`config.mk`:
```
export PLATFORM = sky130hd
export DESIGN_NAME = slot_access_arbiter_flat
export DESIGN_NICKNAME = d
export VERILOG_FILES = /design/src/rtl/slot_arb_pkg.sv /design/src/rtl/bus_if.sv /design/src/rtl/slot_bus_cycle.sv /design/src/rtl/slot_access_arbiter.sv /design/src/flat_wrapper.sv
export SDC_FILE = /design/constraint.sdc
export NUM_CORES = 1
export LEC_CHECK = 0
export ABC_AREA = 0
export BUFFER_PORTS_ARGS = -buffer_cell sky130_fd_sc_hd__buf_2
export CAP_MARGIN = 20
export CORE_ASPECT_RATIO = 0.7
export CORE_MARGIN = 2
export CORE_UTILIZATION = 50
export CTS_CLUSTER_SIZE = 25
export DETAILED_ROUTE_END_ITERATION = 16
export PLACE_DENSITY = 0.77
export SYNTH_ARGS = -nofsm -noshare
export SYNTH_HDL_FRONTEND = slang
export SYNTH_SLANG_ARGS = --single-unit
export TNS_END_PERCENT = 5
```
`constraint.sdc`:
```
create_clock -name CLK -period 3.65 [get_ports CLK]
set_input_delay 0.73 -clock CLK [delete_from_list [all_inputs] [get_ports CLK]]
set_output_delay 0.73 -clock CLK [all_outputs]
set_load 0.005 [all_outputs]
```
`src/rtl/slot_arb_pkg.sv`:
```
// slot_arb_pkg: shared types, constants and page-field helpers for the slot access arbiter
package slot_arb_pkg;
  typedef enum logic [3:0] {
    IDLE, ARB, SEL_SETUP, SEL_STROBE, SEL_HOLD, ACC_SETUP, ACC_STROBE, ACC_HOLD, DONE
  } state_t;
  typedef enum logic [1:0] {PH_IDLE, PH_SETUP, PH_STROBE, PH_HOLD} phase_t;
  localparam logic [15:0] SLT_ADDR = 16'hFFFF;
  typedef struct packed {
    logic        sltsl_n;
    logic        merq_n;
    logic        rd_n;
    logic        wr_n;
    logic        cs1_n;
    logic        cs2_n;
    logic        cs12_n;
    logic [15:0] addr;
    logic [7:0]  din;
  } bus_t;
  localparam bus_t BUS_IDLE = bus_t'({7'h7f, 24'h0});
  function automatic logic [1:0] page_get(input logic [7:0] s, input logic [1:0] p);
    return s[{p, 1'b0} +: 2];
  endfunction
  function automatic logic [7:0] page_set(input logic [7:0] s, input logic [1:0] p, input logic [1:0] v);
    logic [7:0] r;
    r = s;
    r[{p, 1'b0} +: 2] = v;
    return r;
  endfunction
endpackage

```
`src/rtl/bus_if.sv`:
```
// BUS_IF: MSX-style slot bus between the arbiter and an expanded slot
interface BUS_IF;
  logic        RESET_n, SLTSL_n, MERQ_n, IORQ_n, RD_n, WR_n;
  logic        CS1_n, CS2_n, CS12_n, M1_n, RFSH_n, WAIT_n;
  logic [15:0] ADDR;
  logic [7:0]  DIN, DOUT;
  modport MSX (
    output RESET_n, SLTSL_n, MERQ_n, IORQ_n, RD_n, WR_n, CS1_n, CS2_n, CS12_n, M1_n, RFSH_n,
    output ADDR, DIN,
    input  DOUT, WAIT_n
  );
endinterface

```
`src/rtl/slot_bus_cycle.sv`:
```
// slot_bus_cycle: one registered setup/strobe/hold slot bus cycle with WAIT_n stretch and timeout
module slot_bus_cycle
  import slot_arb_pkg::*;
#(
  parameter int STROBE_CYC  = 3,
  parameter int TIMEOUT_CYC = 255
) (
  input  logic        CLK,
  input  logic        RESET_n,
  input  logic        start_i,
  input  logic        we_i,
  input  logic [15:0] addr_i,
  input  logic [7:0]  din_i,
  input  logic        wait_n_i,
  input  logic [7:0]  dout_i,
  output bus_t        bus_o,
  output logic [7:0]  rdata_o,
  output logic        end_o,
  output logic        timeout_o
);
  localparam int CW = 16;
  phase_t phase_q;
  bus_t bus_q;
  logic [CW-1:0] cnt_q;
  logic we_q, ready;
  logic [7:0] rdata_q;
  assign ready = phase_q == PH_STROBE && cnt_q >= CW'(STROBE_CYC - 1);
  assign end_o = ready && wait_n_i;
  // strobe runs STROBE_CYC cycles plus at most TIMEOUT_CYC WAIT_n extensions
  assign timeout_o = ready && !wait_n_i && cnt_q == CW'(STROBE_CYC - 1 + TIMEOUT_CYC);
  assign bus_o = bus_q;
  assign rdata_o = rdata_q;
  always_ff @(posedge CLK or negedge RESET_n)
    if (!RESET_n) begin
      phase_q <= PH_IDLE;
      bus_q <= BUS_IDLE;
      cnt_q <= '0;
      we_q <= 1'b0;
      rdata_q <= 8'h0;
    end else if (start_i) begin
      phase_q <= PH_SETUP;
      we_q <= we_i;
      cnt_q <= '0;
      bus_q <= '{sltsl_n: 1'b0, merq_n: 1'b0, rd_n: 1'b1, wr_n: 1'b1,
                 cs1_n: addr_i[15:14] != 2'b01, cs2_n: addr_i[15:14] != 2'b10,
                 cs12_n: addr_i[15:14] != 2'b01 && addr_i[15:14] != 2'b10,
                 addr: addr_i, din: we_i ? din_i : 8'h0};
    end else if (phase_q == PH_SETUP) begin
      phase_q <= PH_STROBE;
      bus_q.rd_n <= we_q;
      bus_q.wr_n <= !we_q;
    end else if (timeout_o) begin
      phase_q <= PH_IDLE;
      bus_q <= BUS_IDLE;
      rdata_q <= 8'h0;
    end else if (end_o) begin
      phase_q <= PH_HOLD;
      bus_q.rd_n <= 1'b1;
      bus_q.wr_n <= 1'b1;
      rdata_q <= we_q ? 8'h0 : dout_i;
    end else if (phase_q == PH_STROBE) begin
      cnt_q <= cnt_q + 1'b1;
    end else if (phase_q == PH_HOLD) begin
      phase_q <= PH_IDLE;
      bus_q <= BUS_IDLE;
    end
endmodule

```
`src/rtl/slot_access_arbiter.sv`:
```
// slot_access_arbiter: round-robin two-requester access to an expanded slot with
// automatic secondary-slot select at FFFFh
module slot_access_arbiter
  import slot_arb_pkg::*;
#(
  parameter int STROBE_CYC  = 3,
  parameter int TIMEOUT_CYC = 255
) (
  input  logic             RESET_n,
  input  logic             CLK,
  input  logic [1:0]       REQ,
  input  logic [1:0]       WE,
  input  logic [1:0][15:0] ADDR,
  input  logic [1:0][1:0]  SUB,
  input  logic [1:0][7:0]  WDATA,
  output logic [1:0]       ACK,
  output logic [7:0]       RDATA,
  output logic             ERR,
  output logic             BUSY,
  output logic [7:0]       SLTEXP,
  BUS_IF.MSX               Bus
);
  state_t state_q;
  logic ptr_q, gnt_q, we_q, err_q, busy_q, brst_q;
  logic [15:0] addr_q;
  logic [1:0] sub_q, ack_q;
  logic [7:0] wdata_q, sltexp_q, rdata_q;
  logic gnt_d, sel_need, start, cyc_we, cyc_end, cyc_to;
  logic [15:0] cyc_addr;
  logic [7:0] cyc_din, cyc_rdata, sltexp_d;
  bus_t cyc_bus;
  assign gnt_d = &REQ ? ptr_q : REQ[1];
  assign sel_need = ADDR[gnt_d] != SLT_ADDR && page_get(sltexp_q, ADDR[gnt_d][15:14]) != SUB[gnt_d];
  assign sltexp_d = page_set(sltexp_q, addr_q[15:14], sub_q);
  assign start = (state_q == ARB && |REQ) || state_q == SEL_HOLD;
  // ARB launches either the select write or the access; SEL_HOLD launches the access
  assign cyc_we = state_q == SEL_HOLD ? we_q : sel_need | WE[gnt_d];
  assign cyc_addr = state_q == SEL_HOLD ? addr_q : sel_need ? SLT_ADDR : ADDR[gnt_d];
  assign cyc_din = state_q == SEL_HOLD ? wdata_q :
                   sel_need ? page_set(sltexp_q, ADDR[gnt_d][15:14], SUB[gnt_d]) : WDATA[gnt_d];
  slot_bus_cycle #(.STROBE_CYC(STROBE_CYC), .TIMEOUT_CYC(TIMEOUT_CYC)) u_cyc (
    .CLK(CLK), .RESET_n(RESET_n), .start_i(start), .we_i(cyc_we), .addr_i(cyc_addr),
    .din_i(cyc_din), .wait_n_i(Bus.WAIT_n), .dout_i(Bus.DOUT), .bus_o(cyc_bus),
    .rdata_o(cyc_rdata), .end_o(cyc_end), .timeout_o(cyc_to)
  );
  always_ff @(posedge CLK or negedge RESET_n)
    if (!RESET_n) brst_q <= 1'b0;
    else brst_q <= 1'b1;
  always_ff @(posedge CLK or negedge RESET_n)
    if (!RESET_n) begin
      state_q <= IDLE;
      ptr_q <= 1'b0;
      gnt_q <= 1'b0;
      we_q <= 1'b0;
      addr_q <= 16'h0;
      sub_q <= 2'b0;
      wdata_q <= 8'h0;
      sltexp_q <= 8'h0;
      ack_q <= 2'b0;
      rdata_q <= 8'h0;
      err_q <= 1'b0;
      busy_q <= 1'b0;
    end else begin
      case (state_q)
        IDLE: state_q <= |REQ ? ARB : IDLE;
        ARB:
          if (|REQ) begin
            ptr_q <= !gnt_d;
            gnt_q <= gnt_d;
            we_q <= WE[gnt_d];
            addr_q <= ADDR[gnt_d];
            sub_q <= SUB[gnt_d];
            wdata_q <= WDATA[gnt_d];
            busy_q <= 1'b1;
            err_q <= 1'b0;
            state_q <= sel_need ? SEL_SETUP : ACC_SETUP;
          end else state_q <= IDLE;
        SEL_SETUP, ACC_SETUP: state_q <= state_q == SEL_SETUP ? SEL_STROBE : ACC_STROBE;
        SEL_STROBE, ACC_STROBE:
          if (cyc_to) begin
            state_q <= DONE;
            ack_q <= gnt_q ? 2'b10 : 2'b01;
            rdata_q <= 8'h0;
            err_q <= 1'b1;
          end else if (cyc_end) state_q <= state_q == SEL_STROBE ? SEL_HOLD : ACC_HOLD;
        SEL_HOLD: begin
          sltexp_q <= sltexp_d;
          state_q <= ACC_SETUP;
        end
        ACC_HOLD: begin
          if (we_q && addr_q == SLT_ADDR) sltexp_q <= wdata_q;
          rdata_q <= cyc_rdata;
          ack_q <= gnt_q ? 2'b10 : 2'b01;
          state_q <= DONE;
        end
        DONE: begin
          ack_q <= 2'b0;
          busy_q <= 1'b0;
          state_q <= IDLE;
        end
        default: state_q <= IDLE;
      endcase
    end
  assign ACK = ack_q;
  assign RDATA = rdata_q;
  assign ERR = err_q;
  assign BUSY = busy_q;
  assign SLTEXP = sltexp_q;
  assign Bus.RESET_n = brst_q;
  assign Bus.SLTSL_n = cyc_bus.sltsl_n;
  assign Bus.MERQ_n = cyc_bus.merq_n;
  assign Bus.RD_n = cyc_bus.rd_n;
  assign Bus.WR_n = cyc_bus.wr_n;
  assign Bus.CS1_n = cyc_bus.cs1_n;
  assign Bus.CS2_n = cyc_bus.cs2_n;
  assign Bus.CS12_n = cyc_bus.cs12_n;
  assign Bus.ADDR = cyc_bus.addr;
  assign Bus.DIN = cyc_bus.din;
  assign Bus.IORQ_n = 1'b1;
  assign Bus.M1_n = 1'b1;
  assign Bus.RFSH_n = 1'b1;
endmodule

```
`src/flat_wrapper.sv`:
```
// flat-port wrapper written by rule: the top's interface ports become plain ports
module slot_access_arbiter_flat import slot_arb_pkg::*;
#(
  parameter int STROBE_CYC  = 3,
  parameter int TIMEOUT_CYC = 255
)
  (RESET_n, CLK, REQ, WE, ADDR, SUB, WDATA, ACK, RDATA, ERR, BUSY, SLTEXP, Bus_RESET_n, Bus_SLTSL_n, Bus_MERQ_n, Bus_IORQ_n, Bus_RD_n, Bus_WR_n, Bus_CS1_n, Bus_CS2_n, Bus_CS12_n, Bus_M1_n, Bus_RFSH_n, Bus_ADDR, Bus_DIN, Bus_DOUT, Bus_WAIT_n);
  BUS_IF Bus_i ();
  input  logic RESET_n;
  input  logic CLK;
  input  logic [1:0] REQ;
  input  logic [1:0] WE;
  input  logic [1:0][15:0] ADDR;
  input  logic [1:0][1:0] SUB;
  input  logic [1:0][7:0] WDATA;
  output logic [1:0] ACK;
  output logic [7:0] RDATA;
  output logic ERR;
  output logic BUSY;
  output logic [7:0] SLTEXP;
  output wire logic [$bits(Bus_i.RESET_n)-1:0] Bus_RESET_n;
  output wire logic [$bits(Bus_i.SLTSL_n)-1:0] Bus_SLTSL_n;
  output wire logic [$bits(Bus_i.MERQ_n)-1:0] Bus_MERQ_n;
  output wire logic [$bits(Bus_i.IORQ_n)-1:0] Bus_IORQ_n;
  output wire logic [$bits(Bus_i.RD_n)-1:0] Bus_RD_n;
  output wire logic [$bits(Bus_i.WR_n)-1:0] Bus_WR_n;
  output wire logic [$bits(Bus_i.CS1_n)-1:0] Bus_CS1_n;
  output wire logic [$bits(Bus_i.CS2_n)-1:0] Bus_CS2_n;
  output wire logic [$bits(Bus_i.CS12_n)-1:0] Bus_CS12_n;
  output wire logic [$bits(Bus_i.M1_n)-1:0] Bus_M1_n;
  output wire logic [$bits(Bus_i.RFSH_n)-1:0] Bus_RFSH_n;
  output wire logic [$bits(Bus_i.ADDR)-1:0] Bus_ADDR;
  output wire logic [$bits(Bus_i.DIN)-1:0] Bus_DIN;
  input wire logic [$bits(Bus_i.DOUT)-1:0] Bus_DOUT;
  input wire logic [$bits(Bus_i.WAIT_n)-1:0] Bus_WAIT_n;
  assign Bus_RESET_n = Bus_i.RESET_n;
  assign Bus_SLTSL_n = Bus_i.SLTSL_n;
  assign Bus_MERQ_n = Bus_i.MERQ_n;
  assign Bus_IORQ_n = Bus_i.IORQ_n;
  assign Bus_RD_n = Bus_i.RD_n;
  assign Bus_WR_n = Bus_i.WR_n;
  assign Bus_CS1_n = Bus_i.CS1_n;
  assign Bus_CS2_n = Bus_i.CS2_n;
  assign Bus_CS12_n = Bus_i.CS12_n;
  assign Bus_M1_n = Bus_i.M1_n;
  assign Bus_RFSH_n = Bus_i.RFSH_n;
  assign Bus_ADDR = Bus_i.ADDR;
  assign Bus_DIN = Bus_i.DIN;
  assign Bus_i.DOUT = Bus_DOUT;
  assign Bus_i.WAIT_n = Bus_WAIT_n;
  slot_access_arbiter #(.STROBE_CYC(STROBE_CYC), .TIMEOUT_CYC(TIMEOUT_CYC)) u_core (.RESET_n(RESET_n), .CLK(CLK), .REQ(REQ), .WE(WE), .ADDR(ADDR), .SUB(SUB), .WDATA(WDATA), .ACK(ACK), .RDATA(RDATA), .ERR(ERR), .BUSY(BUSY), .SLTEXP(SLTEXP), .Bus(Bus_i));
endmodule
```
**After elaboration in Yosys (flattened, before gate mapping)**

Cells that the tools add are included.

- $add $sub $neg: 3
- Multiplexer cells: 61
- Bitwise gates (word level): 3
- Equal/unequal tests: 27
- Shifts and indexed selects: 5
- $lt $le $gt $ge: 2
- Reductions and logical operators: 36

Operators with widths:

| kind | number |
|---|---|
| $mux W16 | 9 |
| $mux W31 | 4 |
| $mux W8 | 10 |
| $mux W27 | 2 |
| $pmux W8 S2 | 2 |
| $mux W2 | 15 |
| $pmux W4 S6 | 1 |
| $add A16 B1 Y16 const B | 1 |
| $bwmux W8 | 2 |
| $eq A16 B16 Y1 const B | 1 |
| $eq A16 B9 Y1 const B | 1 |
| $eq A4 B3 Y1 const B | 4 |
| $ge A16 B2 Y1 const B | 1 |
| $ne A16 B16 Y1 const B | 1 |
| $shift A2 B5 Y8 const A | 2 |
| $shiftx A2 B5 Y8 | 2 |
| $reduce_and A2 Y1 | 7 |
| $mux W4 | 3 |
| $ne A2 B1 Y1 const B | 6 |
| $reduce_bool A2 Y1 | 6 |
| $neg A3 Y5 | 2 |
| $eq A4 B2 Y1 const B | 2 |
| $logic_and A1 B1 Y1 | 8 |
| $mux W1 | 8 |
| other kinds (24) | 37 |

- Flip-flop bits (word level): 112
- Logic and storage cells: 163
- Bits of input ports: 67
- Output and inout bits: 55

**Logic depth before layout (Yosys ltp)**

- Depth in word-level cells: 12
- Depth in mapped cells: 16
- Gate-level depth less buffers: 13

**By module**

A second synthesis with hierarchy kept.

- Cell total of the unflattened synthesis: 690
- Area total of the unflattened synthesis: 6263.5 um^2

Modules (own cells, without submodules):

| module | times used | cells each | sequential area each (um^2) | area an instance (um^2) |
|---|---|---|---|---|
| slot_access_arbiter | 1 | 412 | 1351.3 | 3609.7 |
| slot_bus_cycle | 1 | 278 | 1433.9 | 2653.8 |

**Worst setup path before layout**

No wires, ideal clock.

- Path type: input port to flip-flop
- Start point: input REQ[0]
- End point: register u_core.u_cyc.bus_q (netlist bit u_core.u_cyc.bus_o[24])
- Data required time: 3570 ps
- Setup time: 80 ps
- Setup slack: -101 ps
- Stages on the path: 16
- Buffers on the path: 3
- Data arrival time: 3672 ps
- Cell sequence: nand2b_1 > nand2_1 > buf_2 > buf_2 > mux2i_1 > inv_1 > ha_1 > nand4_1 > nor4_1 > mux2_1 > nor3_2 > buf_6 > a2bb2oi_2 > inv_1 > ha_1 > o22a_1

- Word-level cells in the longest chain between the ends: 12
- Elaborated cells on any way between the ends: 24
- Classes of those cells: 7 x eq/ne; 1 x shift; 8 x mux; 8 x reduce/logical

RTL lines:

| item | RTL line | text |
|---|---|---|
| start, declared | flat_wrapper.sv:11 | `input logic [1:0] REQ;` |
| $reduce_and A2 Y1 | slot_access_arbiter.sv:32 | `assign gnt_d = &REQ ? ptr_q : REQ[1];` |
| $mux W1 | slot_access_arbiter.sv:32 |  |
| $mux W16 (implied by the code) (2 in a row) | slot_access_arbiter.sv:33, slot_access_arbiter.sv:38 |  |
| $shiftx A8 B4 Y2 | slot_arb_pkg.sv:21 | `return s[{p, 1'b0} +: 2];` |
| $ne A2 B2 Y1 | slot_access_arbiter.sv:33 | `assign sel_need = ADDR[gnt_d] != SLT_ADDR && page_get(sltexp_q, ADDR[gnt_d][15:14]) != SUB[gnt_d];` |
| $logic_and A1 B1 Y1 | slot_access_arbiter.sv:33 |  |
| $mux W16 (2 in a row) | slot_access_arbiter.sv:38 | `assign cyc_addr = state_q == SEL_HOLD ? addr_q : sel_need ? SLT_ADDR : ADDR[gnt_d];` |
| $ne A2 B1 Y1 or $ne A2 B2 Y1 (tied branches) | slot_bus_cycle.sv:46 | `cs12_n: addr_i[15:14] != 2'b01 && addr_i[15:14] != 2'b10,` |
| $logic_and A1 B1 Y1 | slot_bus_cycle.sv:46 |  |
| $mux W31 | slot_bus_cycle.sv:40 | `end else if (start_i) begin` |
| end signal, assigned | slot_bus_cycle.sv:44 | `bus_q <= '{sltsl_n: 1'b0, merq_n: 1'b0, rd_n: 1'b1, wr_n: 1'b1,` |
| end, declared | slot_bus_cycle.sv:23 | `bus_t bus_q;` |

Parallel ways exist; a longest one is shown, timed or not. The select of a mux whose other input is x is not followed.
A chain may end at the register's enable or synchronous reset.

**Worst setup path after layout**

- Start point: input REQ[0]
- End point: register u_core.u_cyc.bus_q (netlist bit u_core.u_cyc.bus_o[1])

- Word-level cells in the longest chain between the ends: 11
- Elaborated cells on any way between the ends: 32
- Classes of those cells: 1 x add/sub; 5 x eq/ne; 3 x shift; 15 x mux; 1 x bitwise; 7 x reduce/logical

RTL lines:

| item | RTL line | text |
|---|---|---|
| $reduce_and A2 Y1 | slot_access_arbiter.sv:32 |  |
| $mux W1 | slot_access_arbiter.sv:32 |  |
| $mux W16 (implied by the code) (2 in a row) | slot_access_arbiter.sv:33, slot_access_arbiter.sv:40 |  |
| $neg A3 Y5 or $shiftx A8 B4 Y2 (tied branches) | slot_arb_pkg.sv:26, slot_arb_pkg.sv:21 |  |
| $shiftx A2 B5 Y8, or another cell as far along | slot_arb_pkg.sv:26 | `r[{p, 1'b0} +: 2] = v;` |
| $bwmux W8 or $logic_and A1 B1 Y1 (tied branches) | slot_arb_pkg.sv:26, slot_access_arbiter.sv:33 |  |
| $mux W8 or $or A1 B1 Y1 (tied branches) | slot_access_arbiter.sv:40, slot_access_arbiter.sv:37 |  |
| $mux W8 or $mux W1 (tied branches) | slot_access_arbiter.sv:39, slot_access_arbiter.sv:37 |  |
| $mux W8 | slot_bus_cycle.sv:47 | `addr: addr_i, din: we_i ? din_i : 8'h0};` |
| $mux W31 | slot_bus_cycle.sv:40 |  |

Parallel ways exist; a longest one is shown, timed or not. The select of a mux whose other input is x is not followed.

==> flow_summary_export.csv <==
group,metric,value,unit
sta,fmax,293,MHz
clocking,clk_pin_slew_worst_paths,0.08,ns
sta,rsz0062_at_grt,"false",
sta,worst_slew_pin_slew,0.962,ns
critical_path,critPathMaxStageDelay,0.69,ns
routing,routed_wl,16700,um
placement,hpwl,12300,um
grt,grt_pass1_vias,5107,
power_and_ir_drop,power_density,769,nW/um2
critical_path,critPathLaunchType,"input port",
critical_path,path_class,"in2reg",
die,num_rows,33,
critical_path,slowest_stage,"nor4_1",
clocking,clk_latency,0.35,ns
clocking,cts.repair.resized,0,
synthesis,ys_ff_latch,111,
clocking,cts_buffers,9,
synthesis,synthArstFlopShare,1.00,
die,ios,122,
clocking,post_cts_buffers,0,
routing,via_per_inst,6.09,
routing,drc,0,
clocking,cts_tree,"done",
placement,dp_cells,882,
synthesis,synth_area_leaders,"dfrtp_1 (44%), nand2_1 (4.4%), a21oi_1 (3.8%), nor2_1 (3.7%), ha_1 (3.1%)",
routing,drt_iter0_markers,538,
die,fp.dieH,95.5,um
sta,finalHoldViolations,0,
critical_path,critPathCaptureType,"register",
synthesis,netlist_area,5980,um2
layout,mostFrequentLayoutCells,"buf_2 (117), dfrtp_1 (105), nand2_1 (70)",
grt,antenna_found_initial,0,
grt,grt_usage,0.264,
sta,slew_headroom,0.356,
layout,stdcell_count,899,
critical_path,worstPathRequired,3.91,ns
layout,diodes,0,
placement,portBuffers,118,
die,die_x,135,um
layout,area_growth,18.9,%
sta,setup_viol,0,
clocking,cts.sinks,111,
layout,layout_commonest_cell,"buf_2",
synthesis,syn_avg_cell_area,9.60,um2
clocking,root_buffer,"clkbuf_16",
layout,drive_gt1_frac,0.244,
routing,postRouteAntennaNets,0,
power_and_ir_drop,ir_drop,0.418,mV
synthesis,ys.flop_type,"dfrtp_1",
routing,wire_per_inst,18.5,um
critical_path,worstPathCellList,"buf_2, nand2b_1, nand2_1, mux2i_4, inv_1, ha_1, nand4_1, nor4_1, mux2_1, nor3_2, buf_4, or4_1, o211ai_1",
die,die_area,12900,um2
sta,fin_tns_setup,0,ns
synthesis,yosysSeqAreaShare,0.466,
grt,grt_overflow,0,
synthesis,yosys_warnings,0,
critical_path,worstPathArrival,3.68,ns
clocking,cts_htree_levels,3,
power_and_ir_drop,p_leak,3.36,nW
sta,slew_violations,0,
synthesis,yosys.area.top_type_share,0.439,
synthesis,synth.distinct_cells,66,
layout,nNetsFinal,819,
clocking,cts_hold_buf,0,
placement,place_congestion,0.923,
sta,fin_crit,3.41,ns
min_path,hold_class,"in2async",
grt,grt_max_degree,71,
placement,place_worst_setup_slack,-0.0769,ns
sta,setup_ws,0.236,ns
routing,dr.pass1.iters,6,
grt,grt_pass1_wl,26400,um
routing,vias,5473,
clocking,clock_path_buffers,2,
sta,finalCritPeriodShare,0.935,
synthesis,synth_cells,623,
run_status,status,"finished clean",
synthesis,synth-edff-count,0,
sta,fin_skew,0.00782,ns
die,start_util,0.512,
synthesis,synth.largest_area_cell,"dfrtp_1",
die,core,11700,um2
flow_run,drv_cap,0,
critical_path,path_max_fanout,12,
==> metal layers <==
| metal | track usage | vias to the layer above | wire length [um] |
|---|---|---|---|
| met5 | 0 | - | 0 |
| met4 | 0.0491 | 0 | 194 |
| met3 | 0.0505 | 18 | 1410 |
| met2 | 0.405 | 250 | 7340 |
| met1 | 0.394 | 2691 | 7740 |
| li1 | - | 2514 | - |
==> through the flow <==
stage / hold WS [ns] / total power [mW] / cell area [um2] / utilization
after floorplan: 0.434 / 3.56 / 6010 / -
after global placement: 0.462 / 4.32 / 6790 / 0.581
after detailed placement: 0.471 / 4.42 / 6790 / 0.581
after CTS: 0.488 / 5.46 / 7100 / 0.608
after global routing: 0.517 / 5.85 / 7110 / 0.609
final: 0.481 / 5.47 / 7110 / 0.609
==> path summary, 6_finish.rpt <==
path | slack [ns] | start | end | depth (start not counted)
hold / removal | 0.48 | RESET_n | u_core.u_cyc.cnt_q[0]$_DFFE_PN0P_ | 1
min in group CLK | 0.48 | u_core.u_cyc.rdata_o[5]$_DFFE_PN0P_ | u_core.u_cyc.rdata_o[5]$_DFFE_PN0P_ | 2
setup reg to reg | 0.36 | u_core.ptr_q$_DFFE_PN0P_ | u_core.u_cyc.bus_o[1]$_DFFE_PN0P_ | 12
max in group asynchronous | 2.25 | RESET_n | u_core.u_cyc.bus_o[28]$_DFFE_PN1P_ | 2
hold reg to reg | 0.48 | u_core.u_cyc.rdata_o[5]$_DFFE_PN0P_ | u_core.u_cyc.rdata_o[5]$_DFFE_PN0P_ | 2
setup / recovery | 0.24 | REQ[0] | u_core.u_cyc.bus_o[1]$_DFFE_PN0P_ | 13
==> cell families after synthesis <==
logic type               count (synthesis)  synth area share
AO/OA/AOI/OAI                          167             0.191
XOR/XNOR                                15            0.0232
adder cells (fa/ha/maj)                 15            0.0314
buffers and inverters                   52            0.0391
flip-flops                             111             0.466
multiplexers                            20            0.0443
other                                    1          0.000627
AND/OR/NAND/NOR                        242             0.205
==> power breakdown <==
group	switching [mW]	internal, mW	total, mW
sequential	0.479	1.74	2.22
combinational	1.25	0.967	2.21
clock	0.472	0.563	1.03
total	2.20	3.27	5.47
==> sequential cells by signal, summed over array words and instances, names as in the netlist <==
name and flops:
u_core.ACK 2, u_core.BUSY 1, u_core.Bus.RESET_n 1, u_core.ERR 1
u_core.RDATA 8, u_core.SLTEXP 8, u_core.addr_q 16, u_core.gnt_q 1
u_core.ptr_q 1, u_core.state_q 4, u_core.sub_q 2, u_core.u_cyc.bus_o 30
u_core.u_cyc.cnt_q 16, u_core.u_cyc.phase_q 2, u_core.u_cyc.rdata_o 8, u_core.u_cyc.we_q 1
u_core.wdata_q 8, u_core.we_q 1
==> final cells by class <==
cell class	count	area [um2]
clock buffers	10	239
clock inverters	6	76.3
fillers	972	4570
inverters	13	48.8
multi-input cells	463	3010
flip-flops and latches	111	2790
well taps	157	196
repair buffers	139	751
==> critical path, delay by kind of cell <==
family                   cells  cell delay (ns)
multiplexers                 2             0.52
buffers and inverters        3             0.41
AO/OA/AOI/OAI                1             0.10
adder cells (fa/ha/maj)      1             0.22
AND/OR/NAND/NOR              6             1.70
==> synth_stat cells, types with 3 or more instances <==
cell and instances:
a32oi_1 4, a31oi_1 7, nor2b_1 9, nand4_1 15, dfrtp_1 105, ha_1 15, a21oi_1 45, a221oi_1 18
and3_1 6, nand2_1 70, buf_1 5, xor2_1 3, a22o_1 9, a21o_1 15, nor2_1 59, dfstp_2 6
o21ai_0 22, or4_1 4, a211oi_1 4, nand3b_1 5, o211ai_1 12, mux4_1 3, a22oi_1 13, nor4_1 12
and4_1 6, clkbuf_1 21, nor3_1 11, inv_1 13, mux2i_1 13, xnor2_1 11, nand3_1 19, nand2b_1 5
buf_2 7, or3_1 5, buf_4 4
Power figures use the tool's default switching activity.
